## src/rtl/multicycle_control_sequencer.sv

```systemverilog
// Multi-cycle RV32I control sequencer: fetch/decode/execute FSM that drives the datapath selects and
// strobes, with memory wait states, bus timeout, illegal-instruction trap and a retired-instruction counter.
//
// state  | meaning
// IDLE   | post-reset bubble, always moves to FETCH
// FETCH  | instruction read, PC drives the address, IR loads on mem_ready
// DECODE | legality check of IR
// EXEC   | ALU op selected; branches resolve and retire here
// MEM    | data read/write at the ALU address until mem_ready
// WB     | register write-back and PC update, retires
// TRAP   | illegal instruction or bus timeout
module multicycle_control_sequencer #(
  parameter int MEM_TIMEOUT = 16,
  parameter bit TRAP_HALT   = 1'b1,
  parameter int CNT_W       = 32
) (
  input  logic             CLK,
  input  logic             RESET_N,
  input  logic [31:0]      INSN,
  input  logic             mem_ready,
  input  logic             branch_taken,
  output logic [31:0]      ir,
  output logic             ir_load,
  output logic             sub_sra,
  output logic             addr_sel,
  output logic             pc_next_sel,
  output logic             pc_alu_sel,
  output logic             rd_en,
  output logic             mem_rd,
  output logic             mem_wr,
  output logic             pc_en,
  output logic [2:0]       state,
  output logic [1:0]       trap_cause,
  output logic [CNT_W-1:0] instret
);

  typedef enum logic [2:0] {
    S_IDLE   = 3'd0,
    S_FETCH  = 3'd1,
    S_DECODE = 3'd2,
    S_EXEC   = 3'd3,
    S_MEM    = 3'd4,
    S_WB     = 3'd5,
    S_TRAP   = 3'd6
  } state_t;

  localparam logic [6:0] OPC_LUI    = 7'b0110111;
  localparam logic [6:0] OPC_AUIPC  = 7'b0010111;
  localparam logic [6:0] OPC_JAL    = 7'b1101111;
  localparam logic [6:0] OPC_JALR   = 7'b1100111;
  localparam logic [6:0] OPC_BRANCH = 7'b1100011;
  localparam logic [6:0] OPC_LOAD   = 7'b0000011;
  localparam logic [6:0] OPC_STORE  = 7'b0100011;
  localparam logic [6:0] OPC_OPIMM  = 7'b0010011;
  localparam logic [6:0] OPC_OP     = 7'b0110011;
  localparam logic [6:0] F7_ALT     = 7'b0100000;

  // Counter only needs to reach MEM_TIMEOUT-1; the trap fires on the wait cycle that would reach the limit.
  localparam int TO_W = (MEM_TIMEOUT < 2) ? 1 : $clog2(MEM_TIMEOUT);
  localparam logic [TO_W-1:0] TO_LAST = TO_W'((MEM_TIMEOUT > 0) ? MEM_TIMEOUT - 1 : 0);

  state_t          state_q;
  logic [TO_W-1:0] tmo_cnt;

  logic [6:0] opc;
  logic [2:0] f3;
  logic [6:0] f7;
  logic       is_branch, is_load, is_store, is_jal, is_jalr, is_auipc;
  logic       alt_alu, legal, tmo_hit, retire;

  assign state     = state_q;
  assign opc       = ir[6:0];
  assign f3        = ir[14:12];
  assign f7        = ir[31:25];
  assign is_branch = (opc == OPC_BRANCH);
  assign is_load   = (opc == OPC_LOAD);
  assign is_store  = (opc == OPC_STORE);
  assign is_jal    = (opc == OPC_JAL);
  assign is_jalr   = (opc == OPC_JALR);
  assign is_auipc  = (opc == OPC_AUIPC);
  // SUB, SRA and SRAI: legal encodings with f7 bit 5 set
  assign alt_alu   = ir[30] && (((opc == OPC_OP) && ((f3 == 3'b000) || (f3 == 3'b101))) ||
                                ((opc == OPC_OPIMM) && (f3 == 3'b101)));
  assign tmo_hit   = (MEM_TIMEOUT != 0) && !mem_ready && (tmo_cnt == TO_LAST);
  assign retire    = ((state_q == S_EXEC) && is_branch) ||
                     ((state_q == S_MEM) && is_store && mem_ready) ||
                     (state_q == S_WB);

  always_comb begin
    legal = 1'b0;
    case (opc)
      OPC_LUI, OPC_AUIPC, OPC_JAL: legal = 1'b1;
      OPC_JALR:   legal = (f3 == 3'b000);
      OPC_BRANCH: legal = (f3 != 3'b010) && (f3 != 3'b011);
      OPC_LOAD:   legal = (f3 == 3'b000) || (f3 == 3'b001) || (f3 == 3'b010) ||
                          (f3 == 3'b100) || (f3 == 3'b101);
      OPC_STORE:  legal = (f3 == 3'b000) || (f3 == 3'b001) || (f3 == 3'b010);
      OPC_OPIMM: begin
        if (f3 == 3'b001)      legal = (f7 == 7'b0);
        else if (f3 == 3'b101) legal = (f7 == 7'b0) || (f7 == F7_ALT);
        else                   legal = 1'b1;
      end
      OPC_OP:     legal = (f7 == 7'b0) ||
                          ((f7 == F7_ALT) && ((f3 == 3'b000) || (f3 == 3'b101)));
      default:    legal = 1'b0;
    endcase
  end

  always_ff @(posedge CLK or negedge RESET_N) begin
    if (!RESET_N) begin
      state_q    <= S_IDLE;
      ir         <= '0;
      trap_cause <= 2'b00;
      instret    <= '0;
      tmo_cnt    <= '0;
    end else begin
      case (state_q)
        S_IDLE: begin
          state_q <= S_FETCH;
          tmo_cnt <= '0;
        end
        S_FETCH: begin
          if (mem_ready) begin
            ir      <= INSN;
            state_q <= S_DECODE;
          end else if (tmo_hit) begin
            state_q    <= S_TRAP;
            trap_cause <= 2'b10;
          end else begin
            tmo_cnt <= tmo_cnt + TO_W'(1);
          end
        end
        S_DECODE: begin
          if (legal) begin
            state_q <= S_EXEC;
          end else begin
            state_q    <= S_TRAP;
            trap_cause <= 2'b01;
          end
        end
        S_EXEC: begin
          tmo_cnt <= '0;
          if (is_load || is_store) state_q <= S_MEM;
          else if (is_branch)      state_q <= S_FETCH;
          else                     state_q <= S_WB;
        end
        S_MEM: begin
          if (mem_ready) begin
            state_q <= is_load ? S_WB : S_FETCH;
            tmo_cnt <= '0;
          end else if (tmo_hit) begin
            state_q    <= S_TRAP;
            trap_cause <= 2'b10;
          end else begin
            tmo_cnt <= tmo_cnt + TO_W'(1);
          end
        end
        S_WB: begin
          state_q <= S_FETCH;
          tmo_cnt <= '0;
        end
        S_TRAP: begin
          if (!TRAP_HALT) begin
            state_q    <= S_FETCH;
            trap_cause <= 2'b00;
            tmo_cnt    <= '0;
          end
        end
        default: state_q <= S_IDLE;
      endcase
      if (retire) instret <= instret + CNT_W'(1);
    end
  end

  // Outputs decode from the registered state and IR; only the mem_ready/branch_taken handshakes pass through.
  always_comb begin
    ir_load     = 1'b0;
    sub_sra     = 1'b0;
    addr_sel    = 1'b0;
    pc_next_sel = 1'b0;
    pc_alu_sel  = 1'b0;
    rd_en       = 1'b0;
    mem_rd      = 1'b0;
    mem_wr      = 1'b0;
    pc_en       = 1'b0;
    case (state_q)
      S_FETCH: begin
        mem_rd   = 1'b1;
        addr_sel = 1'b1;
        ir_load  = mem_ready;
      end
      S_EXEC: begin
        sub_sra = is_branch || alt_alu;
        if (is_branch) begin
          pc_en       = 1'b1;
          pc_alu_sel  = 1'b1;
          pc_next_sel = branch_taken;
        end
      end
      S_MEM: begin
        mem_rd = is_load;
        mem_wr = is_store;
        pc_en  = is_store && mem_ready;
      end
      S_WB: begin
        rd_en       = (ir[11:7] != 5'd0);
        pc_en       = 1'b1;
        pc_next_sel = is_jal || is_jalr;
        pc_alu_sel  = is_jal || is_auipc;
      end
      S_TRAP: pc_en = !TRAP_HALT;
      default: ;
    endcase
  end

endmodule
```

## config.mk

```make
export PLATFORM = sky130hd
export DESIGN_NAME = multicycle_control_sequencer
export DESIGN_NICKNAME = d
export VERILOG_FILES = /design/src/rtl/multicycle_control_sequencer.sv
export SDC_FILE = /design/constraint.sdc
export NUM_CORES = 1
export LEC_CHECK = 0
export BUFFER_PORTS_ARGS = -buffer_cell sky130_fd_sc_hd__buf_2
export CAP_MARGIN = 20
export CORE_MARGIN = 3
export CORE_UTILIZATION = 45
export CTS_CLUSTER_DIAMETER = 50
export CTS_CLUSTER_SIZE = 20
export DETAILED_ROUTE_END_ITERATION = 10
export PLACE_DENSITY = 0.72
export REMOVE_ABC_BUFFERS = 1
export SKIP_CTS_REPAIR_TIMING = 1
export SYNTH_ARGS = -nofsm -noshare
export SYNTH_HDL_FRONTEND = slang
export SYNTH_SLANG_ARGS = --single-unit
```

## constraint.sdc

```tcl
create_clock -name CLK -period 2.4 [get_ports CLK]
set_input_delay 0.6 -clock CLK [delete_from_list [all_inputs] [get_ports CLK]]
set_output_delay 0.6 -clock CLK [all_outputs]
set_load 0.05 [all_outputs]
```

==> results.cfg, run 1 <==
[timing]
drv_slew = 0
rsz0062_at_grt = yes
min_period_ns = 2.562
worst_slew_pin_slew_ns = 0.5206
max_freq_ghz = 0.3903
relSlewSlack = 0.6530
fin_ws_ns = -0.1622
skew_ns = 0.006749
hold_viol_final = 0
period_share = 1.068
setup_viol = 5

[final_layout]
multi_input_area_um2 = 1777
layout-drive-gt1-share = 0.4518
syn_to_final_growth_pct = 31.82
n_antenna_cell = 0
fill_cells = 685
seq_area_um2 = 1832
stdcell_count = 569
nets = 500

[logic_synthesis]
synth_cells = 326
synthArstFlopShare = 1.000
synth_seq_cells = 73
synth_warnings = 0
syn_area_um2 = 3610
ys.flop_type = dfrtp_1
synth_cell_types = 57
yosysSeqAreaShare = 0.5061
synth-edff-count = 0
syn_area_per_cell_um2 = 11.07

[placed_design]
dp_worst_setup_slack_ns = -0.08882
place.gp.congestion = 0.9145
placed_cells = 546
port_buffers = 113
dpl.hpwl_um = 6629

[global_routing]
grt_max_degree = 41
grt_pass1_vias = 2950
grt_overflow = 0
grt_pass1_wl_um = 14300
groute.usage.overall = 0.2020
antenna_found_initial = 0

[drt]
drc = 0
vias = 3082
wl_per_cell_um = 16.16
drtPass1Iterations = 4
vias_per_cell = 5.417
drt_wl_total_um = 9194
drtIter0Drc = 154
antenna_left = 0

[worst_setup_path]
reg2reg_depth = 7
cp_data_arrival_time_ns = 1.96
critPathCapture = pc_alu_sel
crit_type = reg -> out
path_max_fanout = 4
endpoint_kind = output pin
cp.required_ns = 1.80
reg2reg_from = ir[4]
cp-start-kind = flop
worstSetupStartpoint = ir[3]
rrSetupSlack_ns = 0.24
rr_endpoint = instret[20]

[clocking]
path_clk_slew_ns = 0.08
cts_made_buffers = 9
cts_htree_levels = 3
root_buffer = clkbuf_8
clk-insertion-delay-late_ns = 0.34
cts_tree = done
cts_sinks = 73
clockBufferDepth = 2

[min_path]
hp-class = in -> async

[pwr]
clkPwrFrac = 0.152
combPwrFrac = 0.538
p_sw_mw = 3.143
powerDensity_nw_per_um2 = 1325
peakVddDrop_uv = 904.4
p_leak_nw = 2.367
switching_share = 0.4986
p_int_mw = 3.161
p_seq_frac = 0.310

[outcome]
outcome = finished, violations left
failed_checks = setup timing

[die]
die_w_um = 95.57
die_h_um = 95.57
num_rows = 32
ios = 114
core_area_um2 = 7767
die_area_um2 = 9133
initial_core_util = 0.4647

[run]
drv_cap = 0
## power by group through the flow
| stage | combinational, mW | clock [mW] | sequential (mW) |
|---|---|---|---|
| floorplan | 1.05 | 0 | 3.18 |
| global placement | 3.17 | 0 | 1.94 |
| detailed placement | 3.20 | 0 | 1.96 |
| CTS | 3.21 | 0.971 | 1.94 |
| global route | 3.58 | 1.03 | 2.02 |
| finish | 3.39 | 0.958 | 1.95 |
## per-stage QoR
step	total power, mW	util	hold slack [ns]	instance area (um^2)	setup TNS [ns]
after floorplan	4.232	-	0.3044	3558	-63.67
after global placement	5.105	0.5686	0.4689	4417	-0.02696
after detailed placement	5.155	0.5686	0.4771	4417	-0.08882
after CTS	6.121	0.5938	0.2460	4612	-0.9299
after global routing	6.625	0.6126	0.2711	4758	-0.6518
final	6.304	0.6126	0.2264	4758	-0.3584
## cells in the mapped netlist (3+ instances only)
cell type | instances | share of area
nand4_1 | 6 | 0.010
and4_1 | 3 | 0.0073
inv_1 | 10 | 0.010
nand3_1 | 16 | 0.022
nor3b_1 | 3 | 0.0062
nor3_1 | 16 | 0.022
nand2b_1 | 5 | 0.0087
a21oi_1 | 11 | 0.015
xnor2_1 | 5 | 0.012
and3_1 | 3 | 0.0052
nor2b_1 | 3 | 0.0052
xor2_1 | 27 | 0.066
a31oi_1 | 3 | 0.0052
nor4_1 | 9 | 0.016
nor2_1 | 20 | 0.021
dfrtp_1 | 73 | 0.51
o21ai_0 | 8 | 0.011
or3_4 | 3 | 0.0094
and2_1 | 3 | 0.0052
nand2_1 | 19 | 0.020
buf_2 | 5 | 0.0069
mux2_2 | 31 | 0.097
## cells by family (layout without fill, tap and decap cells)
family | count (synthesis) | after routing | share of synthesized area
XOR/XNOR | 32 | 32 | 0.07764
AO/OA/AOI/OAI | 38 | 38 | 0.06760
multiplexers | 32 | 32 | 0.09948
AND/OR/NAND/NOR | 129 | 129 | 0.2177
buffers and inverters | 20 | 161 | 0.02461
flip-flops | 73 | 73 | 0.5061
adder cells (fa/ha/maj) | 2 | 2 | 0.006931
## registers in the layout (all words and copies together), names as in the netlist
signal,count
instret,32
ir,32
state,3
tmo_cnt,4
trap_cause,2
## routing by layer
layer / track usage / share of wire / vias up
met5: 0 / 0 / -
met4: 0.09005 / 0.031 / 0
met3: 0.03315 / 0.052 / 24
met2: 0.3231 / 0.50 / 104
met1: 0.2694 / 0.42 / 1504
li1: - / - / 1450
## worst max-delay path, stage by stage (launching register included)
cell     delay (ns)
dfrtp_1        0.42
buf_4          0.15
nor3b_1        0.34
a22oi_1        0.17
o21ai_0        0.29
buf_4          0.26
## placed cells by master (no fill, tap or decap), drive strengths merged, types with 4 or more instances in the layout
cell    instances
a21oi          11
xnor2           5
nor2           20
or3             4
dfrtp          73
nand2          19
inv            10
nand3          17
mux2           31
nand4           7
buf           134
xor2           27
clkbuf         10
nand2b          5
and3            4
o21ai           8
nor3           17
nor4           13
and2            4
## worst min-delay path by stage
stage,startpoint,to,depth (start not counted)
2_1_floorplan,RESET_N,instret[0],0
3_3_place_gp,instret[6],instret[6],1
3_5_place_dp,instret[6],instret[6],1
4_1_cts,RESET_N,instret[21],1
5_1_grt,RESET_N,instret[29],1
6_report,RESET_N,instret[29],1
## final cells by class
cell class	instances	share of cell area
timing repair buffer	135	0.1659
sequential	73	0.3850
multi-input combinational	233	0.3734
clock buffer	9	0.02603
clock inverter	7	0.01499
tap	102	0.02682
inverter	10	0.007889
Note: power is estimated with default switching activity, not from simulation.
==> run 2, diff against run 1 <==
SETUP_SLACK_MARGIN = 0.3   (was unset)
==> results.cfg, run 2 (synthesized netlist as in run 1, its figures left out) <==
[drt]
vias = 3187
drc = 0
drt_wl_total_um = 10030
drtIter0Drc = 132
wl_per_cell_um = 17.20
drtPass1Iterations = 4
vias_per_cell = 5.467
antenna_left = 0

[die]
die_area_um2 = 9133
die_w_um = 95.57
initial_core_util = 0.4647
core_area_um2 = 7767
num_rows = 32
die_h_um = 95.57
ios = 114

[worst_setup_path]
path_delay_family = simple AND/OR/NAND/NOR gates
crit_type = reg -> out
cp_slowest_cell = dfrtp_2
cp_data_arrival_time_ns = 1.90
crit_path_max_incr_delay_ns = 0.43
cp.required_ns = 1.80
endpoint_kind = output pin
rrSetupSlack_ns = 0.31
cp_num_buf_inv = 2
cp-start-kind = flop
path_max_fanout = 6
path_cells = buf_4 > nand3b_1 > nor2_1 > nand3_1 > o22ai_1 > clkbuf_4

[final_layout]
layout-drive-gt1-share = 0.5114
nets = 514
fill_cells = 624
layout_common_cells = 103 x buf_2, 64 x dfrtp_1, 33 x buf_4
seq_area_um2 = 1838
largestRegisters = instret x32, ir x32, tmo_cnt x4
final_common_cell = buf_2
multi_input_area_um2 = 1958
syn_to_final_growth_pct = 41.84
n_antenna_cell = 0
final_util = 0.6591

[pwr]
powerDensity_nw_per_um2 = 1285
peakVddDrop_uv = 888.0
finalPower_mw = 6.581
clkPwrFrac = 0.145
p_sw_mw = 3.249
p_leak_nw = 2.611
p_int_mw = 3.332
switching_share = 0.4937
combPwrFrac = 0.555
p_seq_frac = 0.299

[clocking]
root_buffer = clkbuf_8
cts_tree = done
clockBufferDepth = 2
cts_sinks = 73
cts_made_buffers = 9
cts_htree_levels = 3
path_clk_slew_ns = 0.08
clk-insertion-delay-late_ns = 0.34

[global_routing]
antenna_found_initial = 0
grt_pass1_vias = 2950
grt_overflow = 0
grt_max_degree = 41
grt_pass1_wl_um = 14300
groute.usage.overall = 0.2020

[outcome]
outcome = finished, violations left
failed_checks = setup timing

[timing]
rsz0062_at_grt = yes
min_period_ns = 2.498
drv_slew = 0
period_share = 1.041
worst_slew_pin_slew_ns = 0.6585
skew_ns = 0.008731
hold_viol_final = 0
setup_viol = 4
setup_tns_ns = -0.2345
max_freq_ghz = 0.4004
fin_ws_ns = -0.09754
relSlewSlack = 0.5598

[placed_design]
dpl.hpwl_um = 6629
place.gp.congestion = 0.9145
port_buffers = 113

[min_path]
hp-class = in -> async

[run]
drv_cap = 0
==> run 2: cell types whose count changed in the layout (fill, tap and decap cells not counted), moves of 2 or more <==
| cell | previous run | this run |
|---|---|---|
| nor4_4 | 2 | 11 |
| nor4_1 | 8 | 1 |
| clkbuf_16 | 0 | 2 |
| buf_2 | 106 | 103 |
| nor3_1 | 16 | 14 |
| dfrtp_1 | 69 | 64 |
| dfrtp_2 | 4 | 9 |
| buf_4 | 24 | 33 |
| nor4_2 | 3 | 1 |
| buf_6 | 1 | 6 |
| nor3_2 | 0 | 2 |
==> run 2: cell type report <==
type | count | area share
clock inverters | 7 | 0.01393
repair buffers | 149 | 0.1882
well taps | 102 | 0.02493
flip-flops and latches | 73 | 0.3590
clock buffers | 9 | 0.02419
multi-input cells | 233 | 0.3825
inverters | 10 | 0.007331
==> run 2: worst paths after layout <==
check                           depth (start not counted)   startpoint           to
worst max-delay path                                    6        ir[5]  pc_next_sel
max in group asynchronous                               2      RESET_N     state[0]
worst min-delay path                                    1      RESET_N  instret[29]
worst min register to register                          1  instret[31]  instret[31]
min in group CLK                                        3      INSN[5]        ir[5]
worst max register to register                          7        ir[5]  instret[28]
==> run 2: power groups by stage <==
stage / Clock, mW / Sequential [mW] / Combinational (mW)
2_1_floorplan: 0 / 3.18 / 1.05
3_3_place_gp: 0 / 1.94 / 3.17
3_5_place_dp: 0 / 1.96 / 3.20
4_1_cts: 0.971 / 1.94 / 3.21
5_1_grt: 1.04 / 2.03 / 3.84
6_report: 0.957 / 1.97 / 3.65
==> run 2: metal layers <==
metal / up-vias / global-route usage / wire [um]
met1: 1571 / 0.2694 / 4128
met4: 0 / 0.09005 / 244
met5: - / 0 / 0
met3: 23 / 0.03315 / 518
li1: 1478 / - / -
met2: 115 / 0.3231 / 5136
==> run 2: worst register-to-register path: stages (launching register included) <==
cell and delay [ns]:
dfrtp_2 0.43, buf_4 0.13, nand3b_1 0.16, o31ai_4 0.37, buf_4 0.18, a2bb2oi_4 0.12, nor4b_1 0.45, xor2_1 0.19
==> run 2: through the flow <==
stage,hold slack [ns],area (um^2),setup slack (ns),instances
after floorplan,0.3044,3558,-1.285,316
after global placement,0.4689,4417,-0.02696,546
after detailed placement,0.4771,4417,-0.08882,546
after CTS,0.2460,4612,-0.3437,562
after global routing,0.2714,5120,-0.1366,583
final,0.2330,5120,-0.09754,583
==> run 3, diff against run 2 <==
CORE_UTILIZATION = 51   (was 45)
PLACE_DENSITY = 0.8   (was 0.72)
==> results.cfg, run 3 (synthesized netlist as in run 1, its figures left out) <==
[global_routing]
groute.usage.overall = 0.2137
antenna_found_initial = 0
grt_overflow = 0
grt_busiest_layer = met2
grt_pass1_vias = 2956
grt_max_degree = 40
grtUsageMet3 = 0.04100
grt_pass1_wl_um = 14110
use_met2 = 0.3491
grt_use_met1 = 0.2731

[worst_setup_path]
endpoint_kind = output pin
worstSetupStartpoint = ir[5]
crit_type = reg -> out
cp_data_arrival_time_ns = 1.95
rrSetupSlack_ns = 0.27
rr_endpoint = instret[27]
reg2reg_from = ir[3]
cp-start-kind = flop
path_max_fanout = 4
cp.required_ns = 1.80
reg2reg_depth = 5

[drt]
vias_per_cell = 5.673
drc = 0
drt_wl_total_um = 9622
vias = 3194
antenna_left = 0
drtPass1Iterations = 5
wl_per_cell_um = 17.09
drtIter0Drc = 179

[timing]
hold_viol_final = 0
fin_hold_ws_ns = 0.1347
max_freq_ghz = 0.3918
relSlewSlack = 0.5573
setup_viol = 3
fin_ws_ns = -0.1526
drv_slew = 0
min_period_ns = 2.553
skew_ns = 0.008580
rsz0062_at_grt = yes
worst_slew_pin_slew_ns = 0.6617
period_share = 1.064
setup_tns_ns = -0.3310

[final_layout]
fill_cells = 502
layout-drive-gt1-share = 0.4925
nets = 500
n_antenna_cell = 0
final_common_cell = buf_2
stdcell_count = 563
syn_to_final_growth_pct = 33.90
layout_common_cells = 104 x buf_2, 65 x dfrtp_1, 31 x mux2_2
largestRegisters = instret x32, ir x32, tmo_cnt x4

[outcome]
failed_checks = setup timing
outcome = finished, violations left

[pwr]
powerDensity_nw_per_um2 = 1320
p_leak_nw = 2.363
peakVddDrop_uv = 1108

[clocking]
clk-insertion-delay-late_ns = 0.35
cts_sinks = 73
path_clk_slew_ns = 0.08
cts_tree = done
root_buffer = clkbuf_8
cts_htree_levels = 3
clockBufferDepth = 2
cts_made_buffers = 9

[die]
num_rows = 30
ios = 114
initial_core_util = 0.5284
die_area_um2 = 8123
core_area_um2 = 6832
die_h_um = 90.13
die_w_um = 90.13

[placed_design]
port_buffers = 113
place.gp.congestion = 0.9432
dpl.hpwl_um = 6368
dp_worst_setup_slack_ns = 0.01758
placed_cells = 535

[run]
drv_cap = 0

[min_path]
hp-class = in -> async
[run 3: cell types whose count changed in the layout (fill, tap and decap cells not counted), sizes merged]
cell    previous run  this run
buf              146       134
clkinv             3         1
inv               10        13
bufinv             1         0
clkbuf            12        10
[run 3: power breakdown]
group	internal [mW]	total (mW)	switching [mW]	leakage, nW
clock network	0.384	0.880	0.496	0.0827
registers	1.61	2.00	0.395	0.911
logic	1.14	3.50	2.36	1.37
[run 3: worst max-delay path: stages, from the launching register on]
cell and delay (ns):
dfrtp_2 0.43, or3b_4 0.39, a21oi_2 0.20, a31oi_1 0.12, nor3_1 0.23, buf_4 0.24
[run 3: area by class of cell]
cell class | count | area (um^2) | share of cell area
multi-input combinational | 233 | 1858 | 0.3844
sequential | 73 | 1837 | 0.3800
timing repair buffer | 135 | 803.3 | 0.1662
clock buffer | 9 | 123.9 | 0.02563
tap | 96 | 120.1 | 0.02485
clock inverter | 7 | 53.80 | 0.01113
inverter | 10 | 37.54 | 0.007766
[run 3: routing by layer]
metal  vias to the layer above  part of all wire
met5                         -                 0
met4                         0             0.033
met3                        30             0.057
met2                       144              0.50
met1                      1567              0.41
li1                       1453                 -
[run 3: metrics by stage]
step	cell area (um^2)	util	total power, mW
after floorplan	3558	-	4.232
after global placement	4344	0.6359	4.997
after detailed placement	4344	0.6359	5.062
after CTS	4522	0.6619	5.938
after global routing	4833	0.7075	6.665
final	4833	0.7075	6.381
[run 3: worst max-delay path by stage]
stage                  end  slack [ns]  cells past startpoint
4_1_cts            sub_sra       -0.32                      5
3_5_place_dp   instret[10]        0.02                      7
2_1_floorplan   tmo_cnt[0]       -1.28                      5
6_report           sub_sra       -0.15                      5
3_3_place_gp   instret[16]        0.03                      7
5_1_grt            sub_sra       -0.23                      5
